File: src/rtl/string_det_pkg.sv
// Shared constants and helpers for the serial pattern detector.
package string_det_pkg;

    localparam logic MODE_OVERLAP    = 1'b0;
    localparam logic MODE_NONOVERLAP = 1'b1;

    // Widest pattern the compare-mask helper can describe.
    localparam int MAX_PAT_W = 32;

    // Mask with the low 'len' bits set; callers truncate to their own width.
    function automatic logic [MAX_PAT_W-1:0] len_mask(input logic [31:0] len);
        if (len >= 32'(MAX_PAT_W))
            return '1;
        return (32'd1 << len) - 32'd1;
    endfunction

endpackage

File: src/rtl/sat_counter.sv
// Saturating up-counter with a sticky overflow flag.
module sat_counter #(
    parameter int W = 4
) (
    input  logic         clk,
    input  logic         rst_n,
    input  logic         inc,
    input  logic         clr,
    output logic [W-1:0] cnt,
    output logic         sat
);

    // Count up to all-ones; a further increment only raises sat.
    always_ff @(posedge clk or negedge rst_n) begin
        if (!rst_n) begin
            cnt <= '0;
            sat <= 1'b0;
        end else if (clr) begin
            cnt <= '0;
            sat <= 1'b0;
        end else if (inc) begin
            if (cnt == '1)
                sat <= 1'b1;
            else
                cnt <= cnt + 1'b1;
        end
    end

endmodule

File: src/rtl/string_detector_param.sv
// Serial bit-pattern detector with runtime-loadable pattern, length and
// overlap mode; counts matches and pulses 'match' on each completion.
module string_detector_param
    import string_det_pkg::*;
#(
    parameter  int PAT_W = 8,
    parameter  int CNT_W = 4,
    localparam int LEN_W = $clog2(PAT_W+1)
) (
    input  logic             clk,
    input  logic             rst_n,
    input  logic             cfg_load,
    input  logic [PAT_W-1:0] cfg_pattern,
    input  logic [LEN_W-1:0] cfg_len,
    input  logic             cfg_mode,
    input  logic             in_valid,
    input  logic             din,
    input  logic             clr,
    output logic             match,
    output logic [CNT_W-1:0] N,
    output logic             sat,
    output logic             cfg_err
);

    localparam logic [LEN_W-1:0] LEN_MAX = LEN_W'(PAT_W);

    logic [PAT_W-1:0] window, pattern_q, nwin, mask;
    logic [LEN_W-1:0] seen, nseen, len_q;
    logic             mode_q, accept, hit, len_bad, cnt_inc;

    // A config load swallows the data bit of the same cycle.
    assign accept  = in_valid & ~cfg_load;
    assign nwin    = {window[PAT_W-2:0], din};
    assign nseen   = (seen == LEN_MAX) ? seen : seen + 1'b1;
    assign mask    = PAT_W'(len_mask(32'(len_q)));
    // Only the low len_q bits matter; older window bits are stale.
    assign hit     = (nseen >= len_q) && (((nwin ^ pattern_q) & mask) == '0);
    assign len_bad = (cfg_len == '0) || (cfg_len > LEN_MAX);
    // clr drops the hit of a bit accepted in the same cycle.
    assign cnt_inc = accept & hit & ~clr;

    // Capture configuration; an illegal length falls back to full width.
    always_ff @(posedge clk or negedge rst_n) begin
        if (!rst_n) begin
            pattern_q <= '0;
            len_q     <= LEN_MAX;
            mode_q    <= MODE_OVERLAP;
            cfg_err   <= 1'b0;
        end else if (cfg_load) begin
            pattern_q <= cfg_pattern;
            mode_q    <= cfg_mode;
            if (len_bad) begin
                len_q   <= LEN_MAX;
                cfg_err <= 1'b1;
            end else begin
                len_q   <= cfg_len;
                cfg_err <= 1'b0;
            end
        end
    end

    // Shift window and track fresh-bit count; non-overlap restarts on a hit.
    always_ff @(posedge clk or negedge rst_n) begin
        if (!rst_n) begin
            window <= '0;
            seen   <= '0;
        end else if (cfg_load) begin
            window <= '0;
            seen   <= '0;
        end else if (accept) begin
            window <= nwin;
            if (mode_q == MODE_NONOVERLAP && cnt_inc)
                seen <= '0;
            else
                seen <= nseen;
        end
    end

    // One-cycle match pulse, registered so din never reaches an output directly.
    always_ff @(posedge clk or negedge rst_n) begin
        if (!rst_n)
            match <= 1'b0;
        else
            match <= cnt_inc;
    end

    sat_counter #(.W(CNT_W)) u_cnt (
        .clk   (clk),
        .rst_n (rst_n),
        .inc   (cnt_inc),
        .clr   (cfg_load | clr),
        .cnt   (N),
        .sat   (sat)
    );

endmodule

File: config.mk
export PLATFORM = sky130hd
export DESIGN_NAME = string_detector_param
export DESIGN_NICKNAME = d
export VERILOG_FILES = /design/src/rtl/string_det_pkg.sv /design/src/rtl/sat_counter.sv /design/src/rtl/string_detector_param.sv
export SDC_FILE = /design/constraint.sdc
export NUM_CORES = 1
export LEC_CHECK = 0
export BUFFER_PORTS_ARGS = -buffer_cell sky130_fd_sc_hd__buf_4
export CORE_MARGIN = 5
export CORE_UTILIZATION = 45
export CTS_BUF_LIST = sky130_fd_sc_hd__clkbuf_4
export CTS_CLUSTER_SIZE = 20
export DETAILED_ROUTE_END_ITERATION = 16
export GPL_ROUTABILITY_DRIVEN = 1
export PLACE_DENSITY = 0.65
export RECOVER_POWER = 25
export SYNTH_ARGS = -nofsm -noshare
export SYNTH_HDL_FRONTEND = slang
export SYNTH_HIERARCHICAL = 1
export SYNTH_SLANG_ARGS = --single-unit
export TNS_END_PERCENT = 30
File: constraint.sdc
create_clock -name clk -period 5.6 [get_ports clk]
set_clock_uncertainty 0.05 [all_clocks]
set_input_delay 0.56 -clock clk [delete_from_list [all_inputs] [get_ports clk]]
set_output_delay 0.56 -clock clk [all_outputs]
set_load 0.1 [all_outputs]
---- Word level (Yosys, flattened, before mapping) ----
Cells that the tools add are included.
operators by class
  add/sub/neg operators ................... 3
  magnitude comparators ................... 2
  shift-type cells ........................ 1
  reduce and logical (&&, ||, !) cells .... 10
  equal/unequal tests ..................... 3
  bitwise operators ....................... 8
  multipliers ............................. 0
  mux-type cells .......................... 14
  divide/modulo/power cells ............... 0
operators with widths
  operator                                          number
  2-to-1 mux 4 bit                                  8
  2-to-1 mux 7 bit                                  2
  adder 4 x 1 -> 4 bit, second input constant       2
  AND 8 bit                                         1
  equality test 4 bit, second input constant        2
  zero test 8 bit                                   1
  << shifter 1 x 4 -> 8 bit, first input constant   1
  subtractor 8 x 1 -> 8 bit, second input constant  1
  bitwise XOR 8 bit                                 1
  nonzero test 2 bit                                3
  >= comparator 4 bit                               1
  > comparator 4 bit, second input constant         1
  zero test 4 bit                                   1
  2-to-1 mux 1 bit                                  4
  AND reduction 2 bit                               2
  AND 1 bit                                         3
  logical AND 1 bit                                 2
  != test 2 x 1 -> 1 bit, second input constant     1
  inverter 1 bit                                    2
  logical OR 1 bit                                  1
  bitwise OR 1 bit                                  1
word-level totals
  RAM bits ................................ 0
  flip-flop bits (word level) ............. 31
  input port bits ......................... 19
  latch bits .............................. 0
  memories ................................ 0
  output and inout port bits .............. 7
  memory bits (read-only) ................. 0
  logic and storage cells ................. 50

---- Logic depth before layout (Yosys ltp) ----
  word-level depth ........................ 11
  mapped depth ............................ 14
  mapped depth without buffers ............ 14

---- Cells and area by module ----
The synthesis kept the hierarchy.
by module, submodules not included
  module                 area each (um^2)  times used  seq. area each (um^2)  cells an instance
  string_detector_param  1,475.2           1           651.9                  138
  sat_counter            265.3             1           125.1                  23

---- Worst setup path after synthesis ----
OpenSTA, ideal clock, no wires.
  kind .................................... register to register
  start ................................... register seen[0]
  end ..................................... register u_cnt.cnt[0]
  data required time ...................... 5.425 ns
  library setup time ...................... 0.125 ns
  cell stages (with the launch flop) ...... 15
  arrival ................................. 2.933 ns
  period minus slack after synthesis ...... 3.108 ns
  slack ................................... 2.492 ns
  cell sequence ........................... dfrtp_1 -> inv_1 -> ha_1 -> nand2_1 -> nor2_1 -> xnor2_1 -> ha_1 -> nand2b_1 -> a211o_1 -> a21oi_1 -> a211oi_2 -> nor4b_1 -> inv_1 -> a31oi_4 -> mux2_4
between the ends
  cells in the longest elaborated chain, start to end .. 8
ends and longest elaborated chain
  what                                                                line                         RTL
  start: declaration                                                  string_detector_param.sv:28  logic [LEN_W-1:0] seen, nseen, len_q;
  start signal: assignment                                            string_detector_param.sv:75  seen <= nseen;
  adder 4 x 1 -> 4 bit / equality test 4 bit (equally long branches)  string_detector_param.sv:34  assign nseen = (seen == LEN_MAX) ? seen : seen + 1'b1;
  2-to-1 mux 4 bit (*)                                                string_detector_param.sv:34
  >= comparator 4 bit (*)                                             string_detector_param.sv:37  assign hit = (nseen >= len_q) && (((nwin ^ pattern_q) & mask) == '0);
  logical AND 1 bit (*)                                               string_detector_param.sv:37
  AND 1 bit (*) (2 in a row)                                          string_detector_param.sv:40  assign cnt_inc = accept & hit & ~clr;
  net cnt_inc                                                         string_detector_param.sv:29  logic mode_q, accept, hit, len_bad, cnt_inc;
  nonzero test 2 bit (no source line) (*)                             -
  AND reduction 2 bit (no source line) (*)                            -
  end signal: assignment                                              sat_counter.sv:25            cnt <= cnt + 1'b1;
  end: declaration                                                    sat_counter.sv:9             output logic [W-1:0] cnt,
The timed path passes the listed nets; every way through them passes the cells marked *.
A chain may end at the register's enable or synchronous reset.

---- Worst setup path after layout ----
Ends and elaborated chain as after synthesis.

==> results.txt <==
----------------------------------------------------
[Timing]
  Share of the clock period used by the worst path ... 0.6207
  Fin. Hold Viols ... 0
  Number of slew-limit violations in the final report ... 32
  Measured slew at the worst slew-check pin ... 1.661 ns
  Headroom to the max-slew limit ... -0.1075
  Unrepaired setup endpoints after global routing ... false
  Final critical-path required period ... 3.476 ns
  Sum of negative setup slack ... 0 ns
  Final setup vio count ... 0
  Highest attainable clock frequency ... 0.2877 GHz

[Routing]
  DR vias/cell ... 5.392
  Antenna-violating nets left ... 0
  Initial detailed-routing violation count ... approximately 80
  Detailed Route WL ... 3333 um
  Detailed-route via count ... between 1000 and 1500
  Final routed DRC violation total ... 0
  Drt first pass iters ... 4
  Routed wire per std cell ... 14.06 um

[Layout]
  Highest-count cells in the layout ignoring fill and taps ... sky130_fd_sc_hd__dfrtp_1, sky130_fd_sc_hd__buf_4, sky130_fd_sc_hd__nor2_1
  Area growth syn-to-layout ... 15.89%
  Fill cell count ... about 360
  Fraction of layout instances using a drive strength above 1 ... 0.2593
  Most frequent standard cell in the layout excluding fill and tap cells ... sky130_fd_sc_hd__dfrtp_1
  Count of antenna diodes in the layout ... 0
  Total number of nets in the final design ... 215

[Pwr]
  Internal ... around 0.00033 W
  Power per unit of standard cell area ... 227.4 nW/um^2
  Total Power ... ~0.00046 W
  Worst-case vdd ir drop ... 157.5 uV
  Part of the total power dissipated in the clock network ... 0.264
  Comb power frac ... 0.191
  Total net switching power ... approximately 0.00013 W
  Leakage Power ... 0.8977 nW
  Sequential power share ... 0.545
  Switch share ... 0.2834

[Synth]
  Adder and majority gate portion of the synthesized area ... 0.06326
  Count of yosys warnings during synthesis ... 6
  Cells after synthesis ... 161
  Avg Cell Area, Syn ... 10.81 sq um
  XOR/XNOR Fraction of Synth Area ... 0.06039
  Yosys top cell area share ... 0.4313
  Most common flop cell mapped by yosys ... sky130_fd_sc_hd__dfrtp_1
  Count of flip-flops with a built-in enable after synthesis ... 0
  Mux cell area share after synthesis ... 0.1244
  Sequential cell area fraction in the yosys report ... 0.4464
  Combined area of all synthesized cells ... roughly 1700 sq um
  Share of synthesized registers carrying an async set or reset ... 1.000
  Largest cells by area after synthesis ... sky130_fd_sc_hd__dfrtp_1, sky130_fd_sc_hd__mux2_2, sky130_fd_sc_hd__ha_1
  Most area-hungry cell type in the Yosys netlist ... sky130_fd_sc_hd__dfrtp_1
  Area share of and/or/nand/nor cells after synthesis ... 0.1474
  Share of the synthesized area in compound gates (AO/OA/AOI/OAI) ... 0.1251
  Combinational family with the most area after synthesis ... simple AND/OR/NAND/NOR gates
  FF+latch count, synth ... 31
  Mapped Nets ... between 150 and 200
  Number of distinct standard cells referenced by the synthesized netlist ... 45

[Floorplanning]
  Die span in y ... 72.19 um
  Floorplan die area ... 5211 sq um
  Number of rows in the core area ... 22
  Initial Util ... 0.4684
  Core Region ... 3716 sq um
  Number of I/O pins ... 26
  Die Wd ... ~72 um

[GRT]
  Gr usage total ... 0.1437
  First-pass GRT wire length ... 5802 um
  Vias in the first global route ... 1306
  Number of antenna violations at the first check in global routing ... 0
  Pin count of the biggest net entering global routing ... 33
  GR Overflow Total ... 0

[Place]
  Detailed placement HPWL ... roughly 2500 um
  Routability-driven placement congestion ratio ... slightly below 0.8
  I/O Buffers ... 25

[Outcome]
  Result of the run ... complete, but fails checks
  Violations in the final reports ... max-capacitance violations, max-slew violations

[Worst setup path]
  Category of the most critical setup path ... reg -> reg
  Req. time, crit path ... 5.76 ns
  Crit path DAT ... 3.63 ns
  Kind of cell with the highest combined delay on the critical path ... simple AND/OR/NAND/NOR gates
  CP max-delay cell ... sky130_fd_sc_hd__nor4b_1
  WP buf/inv ... 2
  CP peak stage delay ... 0.72 ns
  Ordered cell list for the critical path ... inv_1, ha_1, nand2_1, nor2_1, xnor2_1, ha_1, nand2b_1, a211o_1, a21oi_1, a211oi_2, nor4b_1, inv_1, a31oi_4, mux2_4
  Critical-path maximum fanout ... 6
  Category of the worst setup path capture point ... flip-flop
  Startpoint type of the worst setup path ... flip-flop

[Clock tree]
  Count of cells resized by post-cts repair ... 0
  Count of hold-fix buffers inserted at cts ... 0
  CTS Root Buffer Type ... sky130_fd_sc_hd__clkbuf_4
  Clock H-tree levels ... 2
  Clock tree from TritonCTS ... yes
  Total number of clock tree sinks ... 31
  Number of buffers created by CTS ... 5
  Maximum clock insertion buffer count ... 2
  Skew-Pair Late Insertion Delay ... 0.32 ns
  Clock slew at the register clock pins of the worst setup and hold paths ... approximately 0.10 ns
  Setup Buffers After CTS ... 0

[Hold path]
  Worst hold path class ... in -> reg

[Flow run]
  Reported max-cap violation count ... 1

----------------------------------------------------
## registers in the layout, indices dropped and copies added (netlist names)
| register | count |
|---|---|
| pattern_q | 8 |
| u_cnt/cnt | 4 |
| seen | 4 |
| u_cnt/sat | 1 |
| len_q | 4 |
| match | 1 |
| window | 7 |
| cfg_err | 1 |
| mode_q | 1 |
## power by group through the flow
stage | clock network, W | logic (W) | registers, W
6_report | 0.000121 | 0.0000878 | 0.000250
2_1_floorplan | 0 | 0.0000581 | 0.000256
4_1_cts | 0.000127 | 0.0000900 | 0.000250
3_3_place_gp | 0 | 0.0000871 | 0.000254
3_5_place_dp | 0 | 0.0000897 | 0.000254
5_1_grt | 0.000139 | 0.0000985 | 0.000252
## worst reg2reg max path: cells and delay by family, from the launching register on
kind,cells,cell delay (ns)
simple gates,4,1.08
compound gates,4,0.66
flops,1,0.44
fa+ha+maj,2,0.41
mux,1,0.31
buf+inv,2,0.29
xor+xnor,1,0.10
## cells in the mapped netlist (2+ instances only)
cell,instances
sky130_fd_sc_hd__nand3b_1,3
sky130_fd_sc_hd__nand2_1,3
sky130_fd_sc_hd__nand2b_1,3
sky130_fd_sc_hd__a21oi_1,6
sky130_fd_sc_hd__clkbuf_1,2
sky130_fd_sc_hd__nor3_1,7
sky130_fd_sc_hd__nand3_1,3
sky130_fd_sc_hd__ha_1,8
sky130_fd_sc_hd__inv_2,2
sky130_fd_sc_hd__o21ai_0,7
sky130_fd_sc_hd__mux2_2,9
sky130_fd_sc_hd__a22o_1,2
sky130_fd_sc_hd__a211oi_1,2
sky130_fd_sc_hd__inv_1,8
sky130_fd_sc_hd__dfrtp_1,30
sky130_fd_sc_hd__nand4_1,2
sky130_fd_sc_hd__mux2i_1,10
sky130_fd_sc_hd__buf_1,2
sky130_fd_sc_hd__xnor2_1,8
sky130_fd_sc_hd__xor2_1,4
sky130_fd_sc_hd__nor2_1,16
## routing by layer
metal / vias to the layer above / GRT usage / part of all wire
met5: - / 0 / 0
met4: 0 / 0.06681 / 0.017
li1: 629 / - / -
met2: 19 / 0.2386 / 0.50
met3: 5 / 0.04571 / 0.038
met1: 625 / 0.1683 / 0.45
## logic make-up after synthesis
logic type / after synthesis
adder cells (fa/ha/maj): 9
AO/OA/AOI/OAI: 29
XOR/XNOR: 12
buffers and inverters: 15
multiplexers: 20
AND/OR/NAND/NOR: 45
flip-flops: 31
## area by class of cell
class	instances	area (sq um)	area share
Tap cell	48	60.06	0.02978
Inverter	10	37.54	0.01861
Clock inverter	2	7.507	0.003722
Clock buffer	6	45.04	0.02233
Sequential cell	31	777.0	0.3852
Multi-Input combinational cell	115	905.9	0.4491
Timing Repair Buffer	25	183.9	0.09119
## per-stage QoR
stage | util | setup slack [ns] | cells | hold slack [ns] | instance area [sq um]
2_1_floorplan | - | 2.492 | 161 | 0.2144 | 1740
6_report | 0.5428 | 2.124 | 237 | 0.4143 | 2017
4_1_cts | 0.5438 | 2.096 | 237 | 0.1080 | 2021
3_3_place_gp | 0.5296 | 2.268 | 229 | 0.4560 | 1968
3_5_place_dp | 0.5296 | 2.111 | 229 | 0.4575 | 1968
5_1_grt | 0.5428 | 1.659 | 237 | 0.3923 | 2017
## path summary, 6_finish.rpt
| check | end | cells after the start | slack (ns) | from |
|---|---|---|---|---|
| min reg2reg | mode_q | 1 | 0.47 | mode_q |
| max reg2reg | u_cnt/cnt[0] | 14 | 2.12 | seen[0] |
| min in group asynchronous | cfg_err | 1 | 0.59 | rst_n |
| max | u_cnt/cnt[0] | 14 | 2.12 | seen[0] |
| max in group asynchronous | seen[1] | 1 | 3.93 | rst_n |
| min | pattern_q[0] | 2 | 0.41 | cfg_pattern[0] |
(Power assumes the default switching activity.)
